## src/rtl/sfx_pkg.sv

```systemverilog
// sfx_pkg: effect kinds, note frequencies and per-kind note tables
// shared by the tone sequencer and its square-wave generator.
package sfx_pkg;

   typedef enum logic [1:0] {SFX_JUMP, SFX_WIN, SFX_LOSE} sfx_e;
   typedef enum logic [1:0] {IDLE, PLAY, GAP} seqState_e;

   localparam int F_C4 = 262;
   localparam int F_E4 = 330;
   localparam int F_G4 = 392;
   localparam int F_C5 = 523;
   localparam int F_E5 = 659;
   localparam int F_G5 = 784;
   localparam int F_C6 = 1047;
   localparam int REST = 0;

   localparam int MAX_NOTES = 4;
   localparam int SEQ_LEN [3] = '{2, 4, 4};
   localparam int SEQ_NOTES [3][MAX_NOTES] = '{
      '{F_C5, F_G5, REST, REST},
      '{F_C5, F_E5, F_G5, F_C6},
      '{F_G4, F_E4, F_C4, REST}
   };

   // REST maps to a zero half-period, which the generator treats as silence
   function automatic int halfPeriod(input int clkHz, input int freq);
      return (freq == REST) ? 0 : clkHz / (2 * freq);
   endfunction

endpackage

```

## src/rtl/square_wave_gen.sv

```systemverilog
// square_wave_gen: toggles its output every `half` enabled cycles.
// Held low while disabled, cleared, or given a zero half-period.
module square_wave_gen #(
   parameter int W = 8
) (
   input  logic         clk,
   input  logic         rst_n,
   input  logic         en,
   input  logic         clr,
   input  logic [W-1:0] half,
   output logic         tone
);

   logic [W-1:0] cnt;

   always_ff @(posedge clk or negedge rst_n) begin
      if (!rst_n) begin
         cnt  <= '0;
         tone <= 1'b0;
      end else if (clr || !en || half == '0) begin
         cnt  <= '0;
         tone <= 1'b0;
      end else if (cnt == half - W'(1)) begin
         cnt  <= '0;
         tone <= ~tone;
      end else begin
         cnt <= cnt + W'(1);
      end
   end

endmodule

```

## src/rtl/sfx_tone_sequencer.sv

```systemverilog
// sfx_tone_sequencer: plays a fixed note sequence as a square wave on trigger.
// Optional SFX_MUTE_EN adds a mute input gating sound_out after the toggle.
module sfx_tone_sequencer
   import sfx_pkg::*;
#(
   parameter int   CLK_HZ   = 12_000_000,
   parameter int   NOTE_MS  = 60,
   parameter int   GAP_MS   = 10,
   parameter sfx_e SFX_KIND = SFX_JUMP
) (
   input  logic clk,
   input  logic rst_n,
   input  logic trigger,
`ifdef SFX_MUTE_EN
   input  logic mute,
`endif
   output logic sound_out,
   output logic busy,
   output logic done
);

   localparam int NOTE_CYC = int'((longint'(CLK_HZ) * NOTE_MS) / 1000);
   localparam int GAP_CYC  = int'((longint'(CLK_HZ) * GAP_MS) / 1000);
   localparam int NOTE_W   = (NOTE_CYC > 1) ? $clog2(NOTE_CYC) : 1;
   localparam int GAP_W    = (GAP_CYC > 1) ? $clog2(GAP_CYC) : 1;
   localparam int HALF_MAX = halfPeriod(CLK_HZ, F_C4);
   localparam int HALF_W   = (HALF_MAX > 0) ? $clog2(HALF_MAX + 1) : 1;
   localparam int IDX_W    = $clog2(MAX_NOTES);
   localparam int KIND     = int'(SFX_KIND);
   localparam int LAST     = SEQ_LEN[KIND] - 1;
   localparam int GAP_LAST = (GAP_CYC > 0) ? GAP_CYC - 1 : 0;

   seqState_e         state;
   logic [IDX_W-1:0]  noteIdx;
   logic [NOTE_W-1:0] noteCnt;
   logic [GAP_W-1:0]  gapCnt;
   logic [HALF_W-1:0] halfTab [MAX_NOTES];
   logic              noteEnd;
   logic              gapEnd;
   logic              lastNote;
   logic              playing;
   logic              tone;

   for (genvar g = 0; g < MAX_NOTES; g++) begin : gHalf
      assign halfTab[g] =
         HALF_W'(halfPeriod(CLK_HZ, SEQ_NOTES[KIND][g]));
   end

   assign playing  = (state == PLAY);
   assign noteEnd  = (noteCnt == NOTE_W'(NOTE_CYC - 1));
   assign gapEnd   = (gapCnt == GAP_W'(GAP_LAST));
   assign lastNote = (noteIdx == IDX_W'(LAST));

   always_ff @(posedge clk or negedge rst_n) begin
      if (!rst_n) begin
         state   <= IDLE;
         noteIdx <= '0;
         noteCnt <= '0;
         gapCnt  <= '0;
         busy    <= 1'b0;
         done    <= 1'b0;
      end else begin
         done <= 1'b0;
         if (trigger) begin
            state   <= PLAY;
            noteIdx <= '0;
            noteCnt <= '0;
            gapCnt  <= '0;
            busy    <= 1'b1;
         end else begin
            unique case (state)
               IDLE: ;
               PLAY: begin
                  if (!noteEnd) begin
                     noteCnt <= noteCnt + NOTE_W'(1);
                  end else begin
                     noteCnt <= '0;
                     if (GAP_CYC > 0) begin
                        state <= GAP;
                     end else if (lastNote) begin
                        state   <= IDLE;
                        noteIdx <= '0;
                        busy    <= 1'b0;
                        done    <= 1'b1;
                     end else begin
                        noteIdx <= noteIdx + IDX_W'(1);
                     end
                  end
               end
               GAP: begin
                  if (!gapEnd) begin
                     gapCnt <= gapCnt + GAP_W'(1);
                  end else begin
                     gapCnt <= '0;
                     if (lastNote) begin
                        state   <= IDLE;
                        noteIdx <= '0;
                        busy    <= 1'b0;
                        done    <= 1'b1;
                     end else begin
                        state   <= PLAY;
                        noteIdx <= noteIdx + IDX_W'(1);
                     end
                  end
               end
               default: state <= IDLE;
            endcase
         end
      end
   end

   // Clear on the edge that ends a note or restarts, so each note starts low
   square_wave_gen #(
      .W(HALF_W)
   ) uWave (
      .clk  (clk),
      .rst_n(rst_n),
      .en   (playing),
      .clr  (playing && (noteEnd || trigger)),
      .half (halfTab[noteIdx]),
      .tone (tone)
   );

`ifdef SFX_MUTE_EN
   assign sound_out = tone & ~mute;
`else
   assign sound_out = tone;
`endif

endmodule

```

## config.mk

```make
export PLATFORM = sky130hd
export DESIGN_NAME = sfx_tone_sequencer
export DESIGN_NICKNAME = d
export VERILOG_FILES = /design/src/rtl/sfx_pkg.sv /design/src/rtl/square_wave_gen.sv /design/src/rtl/sfx_tone_sequencer.sv
export SDC_FILE = /design/constraint.sdc
export NUM_CORES = 1
export LEC_CHECK = 0
export CORE_MARGIN = 1.5
export CORE_UTILIZATION = 45
export DETAILED_ROUTE_END_ITERATION = 8
export HOLD_SLACK_MARGIN = 0.1
export PLACE_DENSITY = 0.58
export RECOVER_POWER = 25
export SLEW_MARGIN = 20
export SYNTH_ARGS = -nofsm -noshare
export SYNTH_HDL_FRONTEND = slang
export SYNTH_SLANG_ARGS = --single-unit
export TNS_END_PERCENT = 20
```

## constraint.sdc

```tcl
create_clock -name clk -period 3.15 [get_ports clk]
set_clock_uncertainty 0.05 [all_clocks]
set_input_delay 0.63 -clock clk [delete_from_list [all_inputs] [get_ports clk]]
set_output_delay 0.63 -clock clk [all_outputs]
set_load 0.01 [all_outputs]
```

==> qor.json, run 1 <==
{
  "status": {
    "status": "complete, no violations"
  },
  "sta": {
    "relSlewSlack": 0.241,
    "timing_worst_slew_pin_value_ns": 1.14,
    "setup-violations-final": 0,
    "max_freq_mhz": 388,
    "period_share": 0.818,
    "grt_setup_unrepaired": "false",
    "fin_tns_setup_ns": 0,
    "maxSlewViolCount": 0,
    "hold_viol": 0,
    "finalCriticalPeriod_ns": 2.58,
    "finalHoldWorstSlack_ns": 0.445
  },
  "power_and_ir_drop": {
    "power-per-cell-area_mw_per_mm2": 543,
    "cellLeakagePower_uw": 0.00149,
    "ir_drop_worst_case_vdd_uv": 310,
    "total_power_uw": 2000
  },
  "cells_and_area": {
    "area_used_by_multi_input_combinational_logic_mm2": 0.00169,
    "drive_gt1_frac": 0.0796,
    "layout.core_utilization": 0.533,
    "fillerInstances": 665,
    "final_nets": 383,
    "mostFrequentLayoutCell": "sky130_fd_sc_hd__dfrtp_1",
    "ff_latch_area_mm2": 0.00148,
    "num_antenna_cells": 0,
    "area.growth.synth_to_final_pct": 12.2,
    "layout.cell_area.non_filler_mm2": 0.00368,
    "layout_common_cells": "sky130_fd_sc_hd__dfrtp_1, sky130_fd_sc_hd__nand3_1, sky130_fd_sc_hd__nor3_1"
  },
  "global_route": {
    "grt_max_degree": 46,
    "globalRouteTotalUtil": 0.211,
    "grt_antenna_before_repair": 0,
    "grt_pass1_vias": 2662,
    "grt_first_pass_wirelength_mm": 12.7,
    "gr-total-overflow": 0
  },
  "worst_setup_path": {
    "critical_path.reg2reg.startpoint": "noteIdx[1]$_DFFE_PN0P_",
    "worstPathRequired_ns": 3.36,
    "crit_path_end_kind": "flop",
    "cp-start-kind": "flop",
    "worst-path-max-fanout": 9,
    "crit_path_start": "noteIdx[1]$_DFFE_PN0P_",
    "cp_data_arrival_time_ns": 2.79,
    "critPathKind": "flop to flop"
  },
  "detailed_routing": {
    "final_antenna_net_count": 0,
    "met2WireLength_mm": 3.34,
    "detailroute.wirelength.met3_um": 237,
    "top_layer": "met4",
    "route.detailed.drc": 0,
    "via_per_inst": 5.74,
    "wl_met1_mm": 3.56,
    "route.final.wire_length_mm": 7.25,
    "drt_pass1_iterations": 4,
    "initialDrtViolationCount": 150,
    "avgRoutedWirePerCell_um": 15.3,
    "detailroute.via_count": 2715
  },
  "placement": {
    "routabilityCongestion": 0.797,
    "dp_hpwl_mm": 4.93,
    "port-buffer-count": 5,
    "placed_cell_area_mm2": 0.00344
  },
  "cts": {
    "ctsHtreeMaxLevel": 3,
    "tritoncts": "yes",
    "cts_num_sinks": 59,
    "cts_resized": 0,
    "numCtsBuffers": 9,
    "ctsLongestPathBuffers": 2,
    "clk_pin_slew_worst_paths_ns": 0.07,
    "cts_hold_repair.buffers": 0,
    "clk-insertion-delay-late_ns": 0.35,
    "ctsRootBufferMaster": "sky130_fd_sc_hd__clkbuf_8",
    "cts_post_setup_buffers_inserted": 0
  },
  "yosys": {
    "synth_cell_type_count": 46,
    "post_synthesis_mean_instance_area_um2": 9.02,
    "syn-cell-area_mm2": 0.00328,
    "synth-seq-cells": 59,
    "synth.net_count": 375,
    "synth-edff-count": 0,
    "synthesis.yosys.warnings": 0,
    "synth.yosys.seq_area_share": 0.450,
    "synth_async_sr_flop_share": 1.00,
    "top_flip_flop_cell_by_instance_count_after_synthesis": "sky130_fd_sc_hd__dfrtp_1",
    "synthesis.instances": 364
  },
  "die": {
    "die_h_um": 88.4,
    "core_region_area_mm2": 0.00691,
    "placementRows": 30,
    "die_width_um": 88.4,
    "top_level_ports": 6,
    "effective_utilization_at_floorplan": 0.475,
    "die_area_mm2": 0.00782
  },
  "job": {
    "number_of_violations_of_the_max_capacitance_limit": 0
  },
  "hold_path": {
    "hp-class": "input pin to async pin"
  }
}
synthesized netlist by cell type (3+ instances only):
cell type                  instances  share of area
sky130_fd_sc_hd__a21o_1            7          0.016
sky130_fd_sc_hd__nor2b_1           3         0.0057
sky130_fd_sc_hd__nor2_1           19          0.022
sky130_fd_sc_hd__xnor2_1           7          0.019
sky130_fd_sc_hd__a31oi_1           9          0.017
sky130_fd_sc_hd__nand2_1          22          0.025
sky130_fd_sc_hd__o31ai_1           3         0.0069
sky130_fd_sc_hd__or4_1             4         0.0091
sky130_fd_sc_hd__inv_1            14          0.016
sky130_fd_sc_hd__clkbuf_1         12          0.014
sky130_fd_sc_hd__nand4_1          13          0.025
sky130_fd_sc_hd__or3_1            11          0.021
sky130_fd_sc_hd__ha_1              8          0.030
sky130_fd_sc_hd__nor3b_1           5          0.011
sky130_fd_sc_hd__a22o_1            6          0.016
sky130_fd_sc_hd__nand2b_1          7          0.013
sky130_fd_sc_hd__nor4_1            8          0.015
sky130_fd_sc_hd__a41oi_1           4          0.011
sky130_fd_sc_hd__nand3_1          31          0.047
sky130_fd_sc_hd__and3_1            8          0.015
sky130_fd_sc_hd__a21oi_1          17          0.026
sky130_fd_sc_hd__xor2_1           11          0.029
sky130_fd_sc_hd__o21ai_0          21          0.032
sky130_fd_sc_hd__nor3_1           29          0.044
sky130_fd_sc_hd__dfrtp_1          59           0.45
per-layer routing:
metal,vias to the layer above,track usage
met4,0,0.0838
met3,12,0.0560
li1,1361,-
met2,33,0.330
met1,1309,0.279
met5,-,0
logic make-up (layout without fill, tap and decap cells):
group / Yosys count / in the layout / synth area share
AOI/OAI and AO/OA: 79 / 79 / 0.154
xor gates and xnor gates: 18 / 18 / 0.0480
adders and majority gates: 8 / 8 / 0.0305
buffers and inverters: 29 / 42 / 0.0362
DFF: 59 / 59 / 0.450
and+or+nand+nor: 171 / 171 / 0.282
flip-flops by register name (all words and copies together) (netlist names):
name and count:
noteCnt 20, done 1, busy 1, state 2, noteIdx 2, gapCnt 17, uWave.tone 1, uWave.cnt 15
final timing paths:
path                                     endpoint  slack [ns]  cells past startpoint
max                        uWave.tone$_DFFE_PN0P_        0.57                      7
min                        gapCnt[16]$_DFFE_PN0P_        0.45                      1
max reg2reg                uWave.tone$_DFFE_PN0P_        0.57                      7
min reg2reg                gapCnt[12]$_DFFE_PN0P_        0.46                      1
max in group asynchronous  noteCnt[8]$_DFFE_PN0P_        1.85                      2
min in group clk           gapCnt[12]$_DFFE_PN0P_        0.46                      1
metrics by stage:
step	worst slack, ns	cells
floorplan	0.754	364
global placement	0.675	457
detailed placement	0.607	457
CTS	0.588	473
global route	0.393	473
finish	0.573	473
critical path: stages, from the launching register on:
cell                       delay (ns)
sky130_fd_sc_hd__dfrtp_1         0.47
sky130_fd_sc_hd__nand2b_1        0.31
sky130_fd_sc_hd__ha_1            0.31
sky130_fd_sc_hd__nand2b_1        0.16
sky130_fd_sc_hd__a21o_1          0.18
sky130_fd_sc_hd__a221o_1         0.36
sky130_fd_sc_hd__or4_1           0.51
sky130_fd_sc_hd__a21oi_1         0.16
report_power, final:
part	switching (µW)	leakage (µW)	total (µW)	internal (µW)
clock network	305	0.000123	850	545
registers	43.0	0.000813	836	793
logic	207	0.000557	314	107
final cells by class:
cell class / instances / area share
Multi-Input combinational cell: 276 / 0.460
Sequential cell: 59 / 0.401
Clock buffer: 11 / 0.0384
Tap cell: 96 / 0.0326
Clock inverter: 5 / 0.0272
Timing Repair Buffer: 12 / 0.0265
Inverter: 14 / 0.0143
(Power assumes the default switching activity.)
==> inputs of run 2 (changes only) <==
PLACE_DENSITY = 0.6   (was 0.58)
clock period = 2.2 ns   (was 3.15 ns; I/O delays follow)
==> run 2 against run 1 <==
Highest routed layer unchanged. Register-to-register slack got worse by 0.59 ns. Die area did not move. Final area rose by 5.5%. The flow now finishes with violations (setup timing). Global-route usage grew 0.42 points. First-iteration DRC count increased by 19%. Routed wire length grew 3.0%. Clock power shrank 0.9%. Power up 28%. Clock-buffer cell count rose by 1. Worst setup slack got worse by 0.59 ns. Non-clock buffer count grew 27.
==> qor.json, run 2 (synthesis gave the netlist of run 1 again) <==
{
  "status": {
    "status": {"value": "finished with violations", "change": "was complete, no violations"},
    "failed_checks": "setup timing"
  },
  "detailed_routing": {
    "detailroute.via_count": {"value": 2819, "change": "was 2715"},
    "initialDrtViolationCount": {"value": 178, "change": "was 150"},
    "route.detailed.drc": {"value": 0, "change": "unchanged"},
    "avgRoutedWirePerCell": {"value": 15.0, "unit": "µm", "change": "was 15.3 µm"},
    "via_per_inst": {"value": 5.65, "change": "was 5.74"},
    "drt_pass1_iterations": {"value": 4, "change": "unchanged"},
    "route.final.wire_length": {"value": 7.46, "unit": "mm", "change": "was 7.25 mm"},
    "final_antenna_net_count": {"value": 0, "change": "unchanged"}
  },
  "worst_setup_path": {
    "cp_data_arrival_time": {"value": 2.44, "unit": "ns", "change": "was 2.79 ns"},
    "worstPathRequired": {"value": 2.43, "unit": "ns", "change": "was 3.36 ns"},
    "timing.reg2reg.worst_path_depth": {"value": 7, "change": "unchanged"},
    "critPathKind": {"value": "flop to flop", "change": "unchanged"},
    "cp-start-kind": {"value": "flop", "change": "unchanged"},
    "rrSetupSlack": {"value": -0.02, "unit": "ns", "change": "was 0.57 ns"},
    "worst-path-max-fanout": {"value": 3, "change": "was 9"},
    "crit_path_end_kind": {"value": "flop", "change": "unchanged"}
  },
  "sta": {
    "timing_worst_slew_pin_value": {"value": 0.828, "unit": "ns", "change": "was 1.14 ns"},
    "finalHoldWorstSlack": {"value": 0.447, "unit": "ns", "change": "was 0.445 ns"},
    "setup-violations-final": {"value": 1, "change": "was 0"},
    "finalCriticalPeriod": {"value": 2.22, "unit": "ns", "change": "was 2.58 ns"},
    "relSlewSlack": {"value": 0.448, "change": "was 0.241"},
    "max_freq": {"value": 451, "unit": "MHz", "change": "was 388 MHz"},
    "final_critical_path_setup_slack": {"value": -0.0153, "unit": "ns", "change": "was 0.573 ns"},
    "maxSlewViolCount": {"value": 0, "change": "unchanged"},
    "period_share": {"value": 1.01, "change": "was 0.818"},
    "hold_viol": {"value": 0, "change": "unchanged"},
    "grt_setup_unrepaired": {"value": "true", "change": "was false"}
  },
  "die": {
    "effective_utilization_at_floorplan": {"value": 0.475, "change": "unchanged"},
    "core_region_area": {"value": 0.00691, "unit": "mm²", "change": "unchanged"},
    "die_width": {"value": 88.4, "unit": "µm", "change": "unchanged"},
    "die_area": {"value": 0.00782, "unit": "mm²", "change": "unchanged"},
    "placementRows": {"value": 30, "change": "unchanged"},
    "die_h": {"value": 88.4, "unit": "µm", "change": "unchanged"},
    "top_level_ports": {"value": 6, "change": "unchanged"}
  },
  "global_route": {
    "globalRouteTotalUtil": {"value": 0.215, "change": "was 0.211"},
    "grt_first_pass_wirelength": {"value": 13.1, "unit": "mm", "change": "was 12.7 mm"},
    "gr-total-overflow": {"value": 0, "change": "unchanged"},
    "grt_max_degree": {"value": 60, "change": "was 46"},
    "grt_antenna_before_repair": {"value": 0, "change": "unchanged"},
    "grt_pass1_vias": {"value": 2790, "change": "was 2662"}
  },
  "cells_and_area": {
    "drive_gt1_frac": {"value": 0.154, "change": "was 0.0796"},
    "final_nets": {"value": 410, "change": "was 383"},
    "mostFrequentLayoutCell": {"value": "sky130_fd_sc_hd__dfrtp_1", "change": "unchanged"},
    "layout_common_cells": {"value": "sky130_fd_sc_hd__dfrtp_1, sky130_fd_sc_hd__nand3_1, sky130_fd_sc_hd__buf_4", "change": "was sky130_fd_sc_hd__dfrtp_1, sky130_fd_sc_hd__nand3_1, sky130_fd_sc_hd__nor3_1"},
    "final_cells": {"value": 499, "change": "was 473"},
    "layout.cell_area.non_filler": {"value": 0.00388, "unit": "mm²", "change": "was 0.00368 mm²"},
    "largest_register_ff_count": {"value": 20, "change": "unchanged"},
    "reg.largest.list": {"value": "noteCnt x20, gapCnt x17, uWave.cnt x15", "change": "unchanged"},
    "max_flop_register": {"value": "noteCnt", "change": "unchanged"},
    "fillerInstances": {"value": 634, "change": "was 665"},
    "area.growth.synth_to_final": {"value": 18.3, "unit": "%", "change": "was 12.2%"},
    "num_antenna_cells": {"value": 0, "change": "unchanged"}
  },
  "hold_path": {
    "hold-path-cell-count": 1,
    "hp-class": {"value": "flop to flop", "change": "was input pin to async pin"}
  },
  "power_and_ir_drop": {
    "seq_power_share": {"value": 0.467, "change": "was 0.418"},
    "swShare": {"value": 0.308, "change": "was 0.278"},
    "power-per-cell-area": {"value": 658, "unit": "mW/mm²", "change": "was 543 mW/mm²"},
    "cellLeakagePower": {"value": 0.00162, "unit": "µW", "change": "was 0.00149 µW"},
    "ir_drop_worst_case_vdd": {"value": 350, "unit": "µV", "change": "was 310 µV"},
    "p_comb_frac": {"value": 0.203, "change": "was 0.157"},
    "switchingPower": {"value": 786, "unit": "µW", "change": "was 555 µW"},
    "pwr-share-clk": {"value": 0.330, "change": "was 0.425"},
    "cell_internal_power": {"value": 1770, "unit": "µW", "change": "was 1440 µW"}
  },
  "cts": {
    "clk_pin_slew_worst_paths": {"value": 0.07, "unit": "ns", "change": "about the same"},
    "cts_num_sinks": {"value": 59, "change": "unchanged"},
    "ctsLongestPathBuffers": {"value": 2, "change": "unchanged"},
    "ctsRootBufferMaster": {"value": "sky130_fd_sc_hd__clkbuf_8", "change": "unchanged"},
    "clk-insertion-delay-late": {"value": 0.34, "unit": "ns", "change": "was 0.35 ns"},
    "ctsHtreeMaxLevel": {"value": 3, "change": "unchanged"},
    "numCtsBuffers": {"value": 9, "change": "unchanged"},
    "tritoncts": {"value": "yes", "change": "unchanged"}
  },
  "placement": {
    "count_of_placed_standard_cells_including_taps": {"value": 482, "change": "was 457"},
    "placed_cell_area": {"value": 0.00369, "unit": "mm²", "change": "was 0.00344 mm²"},
    "port-buffer-count": {"value": 5, "change": "unchanged"},
    "dp_hpwl": {"value": 5.09, "unit": "mm", "change": "was 4.93 mm"},
    "routabilityCongestion": {"value": 0.806, "change": "was 0.797"}
  },
  "job": {
    "number_of_violations_of_the_max_capacitance_limit": {"value": 0, "change": "unchanged"}
  }
}
## run 2: cell count changes in the layout (fill, tap and decap cells not counted), sizes merged
cell and change:
bufinv -3, clkinv +1, clkbuf +1, dlygate4sd3 +1, buf +26
## run 2: area by class of cell
| type | count | area (µm²) | area share |
|---|---|---|---|
| well taps | 96 | 120 | 0.0309 |
| clock inverters | 3 | 15.0 | 0.00386 |
| clock buffers | 12 | 145 | 0.0374 |
| repair buffers | 39 | 315 | 0.0812 |
| flip-flops and latches | 59 | 1480 | 0.380 |
| inverters | 14 | 52.6 | 0.0135 |
| multi-input cells | 276 | 1760 | 0.453 |
## run 2: stage by stage
| stage | TNS [ns] | power (µW) | setup WS, ns | utilization |
|---|---|---|---|---|
| detailed placement | -0.0105 | 1730 | -0.0105 | 0.535 |
| global route | -1.10 | 2690 | -0.0953 | 0.563 |
| finish | -0.0153 | 2560 | -0.0153 | 0.563 |
| global placement | 0 | 1720 | 0.0238 | 0.535 |
| CTS | -0.00655 | 2580 | -0.00655 | 0.561 |
| floorplan | -0.0778 | 1530 | -0.0778 | - |
## run 2: per-layer routing
layer | share of wire | global-route usage | up-vias
li1 | - | - | 1418
met3 | 0.027 | 0.0308 | 11
met5 | 0 | 0 | -
met1 | 0.49 | 0.293 | 1348
met2 | 0.46 | 0.346 | 42
met4 | 0.019 | 0.0881 | 0
## run 2: critical path: stages (launching register included)
cell	delay (ns)
sky130_fd_sc_hd__dfrtp_1	0.40
sky130_fd_sc_hd__or2_4	0.27
sky130_fd_sc_hd__ha_4	0.27
sky130_fd_sc_hd__xor2_1	0.14
sky130_fd_sc_hd__nand4_1	0.11
sky130_fd_sc_hd__a221o_1	0.29
sky130_fd_sc_hd__or4_4	0.51
sky130_fd_sc_hd__a21oi_2	0.12
## run 2: repair_timing
action / 4_1_cts / 5_1_grt
hold buffers: 1 / 0
setup buffers: 1 / 0
endpoints found under the setup margin: 2 / 19
resized for setup: 1 / 5
cloned: 0 / 0
hold endpoints to repair: 59 / 0
## run 2: power groups by stage
| stage | Sequential, µW | Clock [µW] | Combinational, µW |
|---|---|---|---|
| after floorplan | 1200 | 0 | 331 |
| after global placement | 1210 | 0 | 513 |
| after detailed placement | 1210 | 0 | 520 |
| after CTS | 1190 | 864 | 528 |
| after global routing | 1200 | 911 | 584 |
| final | 1190 | 842 | 519 |
## run 2: path summary, 6_finish.rpt
check / start / end
setup / recovery: noteIdx[1]$_DFFE_PN0P_ / uWave.tone$_DFFE_PN0P_
hold / removal: gapCnt[12]$_DFFE_PN0P_ / gapCnt[12]$_DFFE_PN0P_
max in group asynchronous: rst_n / uWave.cnt[5]$_DFF_PN0_
min in group asynchronous: rst_n / gapCnt[8]$_DFFE_PN0P_
setup reg to reg: noteIdx[1]$_DFFE_PN0P_ / uWave.tone$_DFFE_PN0P_
hold reg to reg: gapCnt[12]$_DFFE_PN0P_ / gapCnt[12]$_DFFE_PN0P_
==> inputs of run 3 (changes only) <==
CORE_UTILIZATION = 56   (was 45)
MAX_ROUTING_LAYER = met4   (was not set)
PLACE_DENSITY = 0.73   (was 0.6)
==> run 3 against run 2 <==
Critical path type unchanged. The flow still finishes with violations (setup timing). Die area is 19% lower. Worst setup slack worse by 0.032 ns. Non-clock buffer count is 1 higher. Worst hold slack better by 0.0088 ns.
==> qor.json, run 3 (synthesis gave the netlist of run 1 again) <==
{
  "status": {
    "status": {"value": "finished with violations", "change": "unchanged"},
    "failed_checks": {"value": "setup timing", "change": "unchanged"}
  },
  "cells_and_area": {
    "largest_register_ff_count": {"value": 20, "change": "unchanged"},
    "drive_gt1_frac": {"value": 0.153, "change": "was 0.154"},
    "mostFrequentLayoutCell": {"value": "sky130_fd_sc_hd__dfrtp_1", "change": "unchanged"},
    "final_nets": {"value": 411, "change": "was 410"},
    "layout.core_utilization": {"value": 0.690, "change": "was 0.563"},
    "final_cells": {"value": 476, "change": "was 499"},
    "num_antenna_cells": {"value": 0, "change": "unchanged"},
    "area.growth.synth_to_final": {"value": 17.2, "unit": "%", "change": "was 18.3%"},
    "layout_common_cells": {"value": "sky130_fd_sc_hd__dfrtp_1, sky130_fd_sc_hd__buf_4, sky130_fd_sc_hd__nand3_1", "change": "was sky130_fd_sc_hd__dfrtp_1, sky130_fd_sc_hd__nand3_1, sky130_fd_sc_hd__buf_4"},
    "max_flop_register": {"value": "noteCnt", "change": "unchanged"},
    "reg.largest.list": {"value": "noteCnt x20, gapCnt x17, uWave.cnt x15", "change": "unchanged"}
  },
  "worst_setup_path": {
    "crit_path_start": {"value": "noteIdx[0]$_DFFE_PN0P_", "change": "was noteIdx[1]$_DFFE_PN0P_"},
    "worst-path-max-fanout": {"value": 3, "change": "unchanged"},
    "critPathKind": {"value": "flop to flop", "change": "unchanged"},
    "cp_data_arrival_time": {"value": 2.46, "unit": "ns", "change": "was 2.44 ns"},
    "critical_path.reg2reg.startpoint": {"value": "noteIdx[0]$_DFFE_PN0P_", "change": "was noteIdx[1]$_DFFE_PN0P_"},
    "cp-start-kind": {"value": "flop", "change": "unchanged"},
    "crit_path_end_kind": {"value": "flop", "change": "unchanged"},
    "worstPathRequired": {"value": 2.42, "unit": "ns", "change": "was 2.43 ns"}
  },
  "power_and_ir_drop": {
    "total_power": {"value": 2550, "unit": "µW", "change": "was 2560 µW"},
    "p_comb_frac": {"value": 0.201, "change": "was 0.203"},
    "seq_power_share": {"value": 0.468, "change": "was 0.467"},
    "swShare": {"value": 0.309, "change": "was 0.308"},
    "cell_internal_power": {"value": 1760, "unit": "µW", "change": "was 1770 µW"},
    "pwr-share-clk": {"value": 0.331, "change": "was 0.330"},
    "switchingPower": {"value": 786, "unit": "µW", "change": "about the same"},
    "cellLeakagePower": {"value": 0.00162, "unit": "µW", "change": "about the same"},
    "power-per-cell-area": {"value": 662, "unit": "mW/mm²", "change": "was 658 mW/mm²"},
    "ir_drop_worst_case_vdd": {"value": 566, "unit": "µV", "change": "was 350 µV"}
  },
  "sta": {
    "finalCriticalPeriod": {"value": 2.25, "unit": "ns", "change": "was 2.22 ns"},
    "timing_worst_slew_pin_value": {"value": 1.12, "unit": "ns", "change": "was 0.828 ns"},
    "maxSlewViolCount": {"value": 0, "change": "unchanged"},
    "max_freq": {"value": 445, "unit": "MHz", "change": "was 451 MHz"},
    "fin_tns_setup": {"value": -0.0475, "unit": "ns", "change": "was -0.0153 ns"},
    "period_share": {"value": 1.02, "change": "was 1.01"},
    "final_critical_path_setup_slack": {"value": -0.0475, "unit": "ns", "change": "was -0.0153 ns"},
    "finalHoldWorstSlack": {"value": 0.456, "unit": "ns", "change": "was 0.447 ns"},
    "setup-violations-final": {"value": 1, "change": "unchanged"},
    "relSlewSlack": {"value": 0.256, "change": "was 0.448"},
    "grt_setup_unrepaired": {"value": "true", "change": "unchanged"},
    "hold_viol": {"value": 0, "change": "unchanged"}
  },
  "placement": {
    "dp_hpwl": {"value": 5.11, "unit": "mm", "change": "was 5.09 mm"},
    "port-buffer-count": {"value": 5, "change": "unchanged"},
    "routabilityCongestion": {"value": 0.935, "change": "was 0.806"},
    "count_of_placed_standard_cells_including_taps": {"value": 459, "change": "was 482"}
  },
  "detailed_routing": {
    "route.detailed.drc": {"value": 0, "change": "unchanged"},
    "via_per_inst": {"value": 6.01, "change": "was 5.65"},
    "drt_pass1_iterations": {"value": 4, "change": "unchanged"},
    "initialDrtViolationCount": {"value": 199, "change": "was 178"},
    "detailroute.via_count": {"value": 2860, "change": "was 2819"},
    "route.final.wire_length": {"value": 7.26, "unit": "mm", "change": "was 7.46 mm"},
    "avgRoutedWirePerCell": {"value": 15.3, "unit": "µm", "change": "was 15.0 µm"},
    "final_antenna_net_count": {"value": 0, "change": "unchanged"}
  },
  "global_route": {
    "grt_antenna_before_repair": {"value": 0, "change": "unchanged"},
    "globalRoute.busiestLayer": {"value": "met2", "change": "unchanged"},
    "globalRouteTotalUtil": {"value": 0.266, "change": "was 0.215"},
    "grt_max_degree": {"value": 40, "change": "was 60"},
    "use_met3": {"value": 0.0411, "change": "was 0.0308"},
    "gr-total-overflow": {"value": 0, "change": "unchanged"},
    "grt_pass1_vias": {"value": 2733, "change": "was 2790"},
    "grt_first_pass_wirelength": {"value": 12.7, "unit": "mm", "change": "was 13.1 mm"},
    "gr-usage-met1": {"value": 0.346, "change": "was 0.293"},
    "grt.met2_usage": {"value": 0.409, "change": "was 0.346"}
  },
  "die": {
    "die_h": {"value": 79.6, "unit": "µm", "change": "was 88.4 µm"},
    "die_area": {"value": 0.00633, "unit": "mm²", "change": "was 0.00782 mm²"},
    "effective_utilization_at_floorplan": {"value": 0.589, "change": "was 0.475"},
    "top_level_ports": {"value": 6, "change": "unchanged"},
    "core_region_area": {"value": 0.00557, "unit": "mm²", "change": "was 0.00691 mm²"},
    "die_width": {"value": 79.6, "unit": "µm", "change": "was 88.4 µm"},
    "placementRows": {"value": 27, "change": "was 30"}
  },
  "cts": {
    "ctsLongestPathBuffers": {"value": 2, "change": "unchanged"},
    "clk-insertion-delay-late": {"value": 0.34, "unit": "ns", "change": "about the same"},
    "ctsHtreeMaxLevel": {"value": 3, "change": "unchanged"},
    "numCtsBuffers": {"value": 9, "change": "unchanged"},
    "cts_num_sinks": {"value": 59, "change": "unchanged"},
    "tritoncts": {"value": "yes", "change": "unchanged"},
    "clk_pin_slew_worst_paths": {"value": 0.07, "unit": "ns", "change": "about the same"},
    "ctsRootBufferMaster": {"value": "sky130_fd_sc_hd__clkbuf_8", "change": "unchanged"}
  },
  "hold_path": {
    "hp-class": {"value": "flop to flop", "change": "unchanged"},
    "hold_start": {"value": "gapCnt[12]$_DFFE_PN0P_", "change": "unchanged"}
  },
  "job": {
    "number_of_violations_of_the_max_capacitance_limit": {"value": 0, "change": "unchanged"}
  }
}
-- run 3: cell types whose count changed in the layout (fill, tap and decap cells not counted), sizes merged --
cell	change
buf	+1
-- run 3: path summary, 6_finish.rpt --
kind / to / slack, ns / cells after the start
setup / recovery: uWave.tone$_DFFE_PN0P_ / -0.05 / 7
hold / removal: gapCnt[12]$_DFFE_PN0P_ / 0.46 / 1
setup reg to reg: uWave.tone$_DFFE_PN0P_ / -0.05 / 7
hold reg to reg: gapCnt[12]$_DFFE_PN0P_ / 0.46 / 1
max in group asynchronous: state[0]$_DFFE_PN0P_ / 0.22 / 3
min in group asynchronous: uWave.cnt[5]$_DFF_PN0_ / 0.78 / 2
-- run 3: final cells by class --
| class | count | area (µm²) |
|---|---|---|
| clock buffer | 12 | 145 |
| clock inverter | 3 | 15.0 |
| fill | 451 | 1730 |
| inverter | 14 | 52.6 |
| multi-input combinational | 276 | 1750 |
| sequential | 59 | 1480 |
| tap | 72 | 90.1 |
| timing repair buffer | 40 | 317 |
-- run 3: critical path, cell delays in order, from the launching register on --
cell	delay (ns)
sky130_fd_sc_hd__dfrtp_1	0.39
sky130_fd_sc_hd__or2_4	0.29
sky130_fd_sc_hd__ha_4	0.27
sky130_fd_sc_hd__xor2_1	0.13
sky130_fd_sc_hd__nand4_1	0.11
sky130_fd_sc_hd__a221o_1	0.29
sky130_fd_sc_hd__or4_4	0.52
sky130_fd_sc_hd__a21oi_2	0.13
-- run 3: power groups by stage --
stage          logic (µW)  registers [µW]  clock network, µW
2_1_floorplan         331            1200                  0
3_3_place_gp          493            1210                  0
4_1_cts               514            1190                858
3_5_place_dp          509            1210                  0
6_report              511            1190                843
5_1_grt               579            1200                897
-- run 3: per-layer routing --
layer | routed length, µm | vias up | share of wire
met3 | 286 | 12 | 0.039
li1 | - | 1416 | -
met1 | 3370 | 1363 | 0.46
met5 | 0 | - | 0
met2 | 3490 | 69 | 0.48
met4 | 115 | 0 | 0.016
-- run 3: metrics by stage --
stage	cell area (µm²)	setup slack, ns
global route	3850	-0.153
floorplan	3320	-0.0778
CTS	3840	-0.0251
global placement	3650	0.0282
finish	3850	-0.0475
detailed placement	3650	-0.0133
-- run 3: repair_timing --
item	CTS	global route
hold buffers	1	0
setup endpoints to repair	15	24
hold endpoints to repair	20	0
pin swaps	0	2
cloned	0	0
buffers inserted	0	1
resized for setup	3	5
